`config.mk`:
```
export PLATFORM = sky130hd
export DESIGN_NAME = jk_bank_sched
export DESIGN_NICKNAME = d
export VERILOG_FILES = /design/src/rtl/jk_bank_sched.sv
export SDC_FILE = /design/constraint.sdc
export NUM_CORES = 1
export LEC_CHECK = 0
export BUFFER_PORTS_ARGS = -buffer_cell sky130_fd_sc_hd__buf_2
export CAP_MARGIN = 20
export CORE_MARGIN = 2
export CORE_UTILIZATION = 54
export DETAILED_ROUTE_END_ITERATION = 8
export GPL_TIMING_DRIVEN = 0
export HOLD_SLACK_MARGIN = 0.1
export PLACE_DENSITY = 0.79
export REMOVE_ABC_BUFFERS = 1
export SETUP_SLACK_MARGIN = 0.05
export SLEW_MARGIN = 20
export SYNTH_ARGS = -nofsm -noshare
export SYNTH_HDL_FRONTEND = slang
export SYNTH_SLANG_ARGS = --single-unit
```
`constraint.sdc`:
```
create_clock -name clk -period 4 [get_ports clk]
set_input_delay 0.8 -clock clk [delete_from_list [all_inputs] [get_ports clk]]
set_output_delay 0.8 -clock clk [all_outputs]
set_load 0.02 [all_outputs]
```
`src/rtl/jk_bank_sched.sv`:
```
// jk_bank_sched: two-requester arbiter that drives a bank of JK flip-flops.
// A granted command applies one JK op to one bank bit rpt+1 times, then
// pulses done and hands priority to the requester that was not served.

// One bank bit: a JK flip-flop that only changes when enabled.
module jk_cell (
    input  logic clk,
    input  logic rst_n,
    input  logic en,
    input  logic j,
    input  logic k,
    output logic q
);
    // JK update: 01 clears, 10 sets, 11 toggles, 00 holds
    always_ff @(posedge clk or negedge rst_n) begin
        if (!rst_n) begin
            q <= 1'b0;
        end else if (en) begin
            case ({j, k})
                2'b01:   q <= 1'b0;
                2'b10:   q <= 1'b1;
                2'b11:   q <= ~q;
                default: q <= q;
            endcase
        end
    end
endmodule

module jk_bank_sched #(
    parameter  int N_FF  = 4,
    parameter  int RPT_W = 4,
    localparam int SEL_W = (N_FF > 1) ? $clog2(N_FF) : 1
) (
    input  logic             clk,
    input  logic             rst_n,
    input  logic             req0_valid,
    input  logic             req1_valid,
    output logic             req0_ready,
    output logic             req1_ready,
    input  logic [1:0]       req0_op,
    input  logic [1:0]       req1_op,
    input  logic [SEL_W-1:0] req0_sel,
    input  logic [SEL_W-1:0] req1_sel,
    input  logic [RPT_W-1:0] req0_rpt,
    input  logic [RPT_W-1:0] req1_rpt,
    output logic [N_FF-1:0]  q,
    output logic [1:0]       grant,
    output logic             busy,
    output logic             done
);
    typedef enum logic [1:0] {IDLE, APPLY, DONE} state_t;

    state_t             state, nstate;
    logic [1:0]         op_r;
    logic [SEL_W-1:0]   sel_r;
    logic [RPT_W-1:0]   cnt;
    logic               fin;     // cnt reached 0 and its final application is done
    logic               prio;    // 1: requester 1 wins a tie
    logic               w1;      // requester 1 wins this cycle
    logic               hs;
    logic               apply_en;

    // Arbitration: a lone valid wins, ties go to prio; nothing accepted outside IDLE or in reset
    always_comb begin
        w1         = req1_valid && (!req0_valid || prio);
        req1_ready = rst_n && (state == IDLE) && w1;
        req0_ready = rst_n && (state == IDLE) && req0_valid && !w1;
        hs         = req0_ready || req1_ready;
    end

    // Next-state: one extra APPLY cycle after the last application before DONE
    always_comb begin
        nstate = state;
        case (state)
            IDLE:    if (hs) nstate = APPLY;
            APPLY:   if (cnt == '0 && fin) nstate = DONE;
            DONE:    nstate = IDLE;
            default: nstate = IDLE;
        endcase
    end

    // State register
    always_ff @(posedge clk or negedge rst_n) begin
        if (!rst_n) state <= IDLE;
        else        state <= nstate;
    end

    // Command capture, repeat counter, grant and priority bookkeeping
    always_ff @(posedge clk or negedge rst_n) begin
        if (!rst_n) begin
            op_r  <= 2'b00;
            sel_r <= '0;
            cnt   <= '0;
            fin   <= 1'b0;
            prio  <= 1'b0;
            grant <= 2'b00;
        end else if (hs) begin
            op_r  <= w1 ? req1_op  : req0_op;
            sel_r <= w1 ? req1_sel : req0_sel;
            cnt   <= w1 ? req1_rpt : req0_rpt;
            fin   <= 1'b0;
            grant <= w1 ? 2'b10 : 2'b01;
        end else if (apply_en) begin
            if (cnt != '0) cnt <= cnt - 1'b1;
            else           fin <= 1'b1;
        end else if (state == DONE) begin
            prio  <= grant[0];   // served req0 -> favour req1 next, and vice versa
            grant <= 2'b00;
        end
    end

    assign apply_en = (state == APPLY) && !fin;
    assign busy     = (state != IDLE);
    assign done     = (state == DONE);

    // Bank bits; an out-of-range sel matches no cell and leaves q untouched
    for (genvar i = 0; i < N_FF; i++) begin : g_ff
        jk_cell u_ff (
            .clk   (clk),
            .rst_n (rst_n),
            .en    (apply_en && (sel_r == SEL_W'(i))),
            .j     (op_r[1]),
            .k     (op_r[0]),
            .q     (q[i])
        );
    end
endmodule

```
==> flow_summary_export.csv <==
group,metric,value,unit
sta,finalSetupViolations,0,
logic_synthesis,ys.warnings.count,0,
logic_synthesis,netlist.area_leader.share,44.61,%
setup_path,cp_max_fo,19,
floorplanning,die_w,47.24,um
logic_synthesis,unique_masters_post_synth,34,
clocking,cts_made_buffers,3,
clocking,htree_num_levels,1,
sta,setup_slack,1307,ps
logic_synthesis,synth_top_cell_by_area,"dfrtp_1",
clocking,post-cts-setup-buffers,0,
floorplanning,fp.dieH,47.24,um
clocking,clkLatencyLatePin,290,ps
clocking,cts_tree,"yes",
clocking,cts.clk_slew.worst_paths,100,ps
sta,max_slew_violation_count,0,
clocking,cts-resized-gates,0,
sta,fmaxAchievable,371.4,MHz
global_route,groute.usage.overall,19.00,%
sta,fin_worst_skew,6.347,ps
setup_path,worstSetupStartpoint,"rst_n",
sta,final.min_clock_period,2693,ps
sta,timing.final.crit_share,67.32,%
global_route,number_of_antenna_violations_at_the_first_check_in_global_routing,0,
logic_synthesis,synthMostInstantiatedCell,"dfrtp_1",
route,vias_per_cell,5.215,
global_route,global_route.overflow_total,0,
route,drt-wirelength-per-cell,12.19,um
global_route,groute.layer.met3.usage,6.923,%
placed_design,gp_congestion,0.7775,
setup_path,critical_path.endpoint_type,"primary output",
route,route.detailed.drc,0,
layout,finish.net_count,146,
sta,final_hold_viol_count,0,
power_and_ir_drop,vdd.ir_drop.worst,0.4609,mV
outcome,run_status,"finished clean",
power_and_ir_drop,p_per_area,693.7,mW/mm^2
power_and_ir_drop,power.static_leakage,0.6125,nW
setup_path,r2r_setup_slack,2190,ps
placed_design,placed_cell_area,0.001130,sq mm
setup_path,worst_r2r_endpoint,"cnt[1]",
clocking,clk_tree_root_cell,"clkbuf_4",
global_route,largest_net_degree_at_the_start_of_global_routing,20,
setup_path,category_of_the_critical_setup_timing_path,"in2out",
floorplanning,dieArea,0.002232,sq mm
layout,layout-area-overhead-vs-synth,15.49,%
logic_synthesis,yosys_most_used_dff,"dfrtp_1",
layout,post-route-cell-area,0.001166,sq mm
placed_design,hpwlAfterDp,1.433,mm
global_route,groute.layer.met2.usage,31.89,%
setup_path,worst_r2r_path_depth,3,
placed_design,placement.setup.worst_slack,1276,ps
layout,diodes,0,
logic_synthesis,synthesis.instances,97,
layout,layout-drive-gt1-share,33.87,%
route,drt-pass1-iter-count,4,
logic_synthesis,synth.ff_latch_count,18,
logic_synthesis,synth_top_cells_by_area,"dfrtp_1 (45%), mux2i_1 (11%), o21ai_2 (4.3%)",
clocking,cts.sinks,18,
global_route,grt_pass1_wl,2.973,mm
logic_synthesis,synth_edf_count,0,
floorplanning,rows,15,
global_route,grtUsageMet1,23.58,%
setup_path,rr_startpoint,"state[1]",
logic_synthesis,synthTopCellsByCount,"dfrtp_1 (18), mux2i_1 (11), nand2_1 (9)",
logic_synthesis,post_syn_area,0.001010,sq mm
setup_path,worstPathArrival,1890,ps
clocking,cts_hold_repair.buffers,0,
route,wirelength,1.817,mm
global_route,via_count_of_the_first_global_routing_pass,709,
sta,timing.slew.headroom,57.09,%
setup_path,startpoint_type,"primary input",
route,routed-via-count,777,
sta,grt_setup_unrepaired,"false",
sta,timing_worst_slew_pin_value,643.7,ps
logic_synthesis,syn_area_per_cell,10.41,sq um
min_path,hold_class,"in2async",
job,max_cap_viols,0,
floorplanning,core_region_area,0.001745,sq mm
logic_synthesis,async_flop_share,100.0,%
sta,hold-worst-slack,419.3,ps
floorplanning,start_util,57.85,%
route,route.antenna.remaining_nets,0,
layout,post-route-util,66.81,%
layout,number_of_fillers_in_the_final_layout,154,
placed_design,numPortBuffers,29,
logic_synthesis,synth.yosys.seq_area_share,44.61,%
clocking,clock_tree.buffer_depth,2,
route,dr.first_iter.drc_count,5,
setup_path,worst-endpoint-required,3200,ps
sta,tns,0,ps
floorplanning,floorplan.io_pins,30,
global_route,globalRoute.busiestLayer,"met2",
## layout by cell type, fill, tap and decap left out, drive strengths merged
| master | instances |
|---|---|
| a2111o | 1 |
| a211oi | 1 |
| a21o | 1 |
| a21oi | 5 |
| a31oi | 3 |
| a41oi | 1 |
| and2 | 1 |
| and2b | 1 |
| and4b | 1 |
| buf | 29 |
| clkbuf | 4 |
| dfrtp | 18 |
| ha | 1 |
| inv | 4 |
| mux2 | 1 |
| mux2i | 11 |
| nand2 | 9 |
| nand4 | 1 |
| nor2 | 7 |
| nor2b | 1 |
| nor3 | 3 |
| nor3b | 2 |
| nor4 | 1 |
| o21a | 1 |
| o21ai | 7 |
| o2bb2ai | 1 |
| or2 | 1 |
| or2b | 1 |
| or3 | 3 |
| or3b | 1 |
| or4bb | 1 |
| xnor2 | 1 |
## per-stage QoR
stage | total power, mW | std cells
after global routing | 0.8830 | 149
final | 0.8089 | 149
after detailed placement | 0.7075 | 145
after CTS | 0.8172 | 149
after global placement | 0.6892 | 145
after floorplan | 0.6046 | 91
## sequential cells by signal (all words and copies together) (netlist names)
name / flops
state: 2
prio: 1
sel_r: 2
cnt: 4
op_r: 2
fin: 1
grant: 2
g_ff.u_ff.q: 4
## layout make-up
| type | instances | area [sq um] | area share, % |
|---|---|---|---|
| multi-input cells | 69 | 488.0 | 41.85 |
| repair buffers | 29 | 145.1 | 12.45 |
| well taps | 25 | 31.28 | 2.682 |
| flip-flops and latches | 18 | 450.4 | 38.63 |
| inverters | 4 | 15.01 | 1.288 |
| clock buffers | 4 | 36.28 | 3.112 |
## report_power, final
part           internal (mW)  switching [mW]  total [mW]
logic                  0.164           0.189       0.353
clock network         0.0555          0.0525       0.108
registers              0.264          0.0838       0.347
## worst max-delay path by stage
stage	slack [ps]	to	cells past startpoint
after CTS	1280	req0_ready	5
after global placement	1270	req0_ready	5
after floorplan	1660	req0_ready	3
after global routing	1180	req0_ready	5
final	1310	req0_ready	5
after detailed placement	1280	req0_ready	5
## metal layers
layer	wire (um)	share of wire, %
met4	12	0.66
met2	913	50
met3	72	4.0
met5	0	0
met1	818	45
## critical path, cell delays in order
cell	delay [ps]
buf_2	340
inv_1	160
a2111o_1	340
nor2_1	90
buf_2	160
## cell families after synthesis
| group | after synthesis | synth area share, % |
|---|---|---|
| simple gates | 34 | 19.46 |
| compound gates | 21 | 14.75 |
| flops | 18 | 44.61 |
| mux | 12 | 12.02 |
| buf+inv | 10 | 7.062 |
| xor+xnor | 1 | 0.8676 |
| fa+ha+maj | 1 | 1.239 |
(Power assumes the default switching activity.)
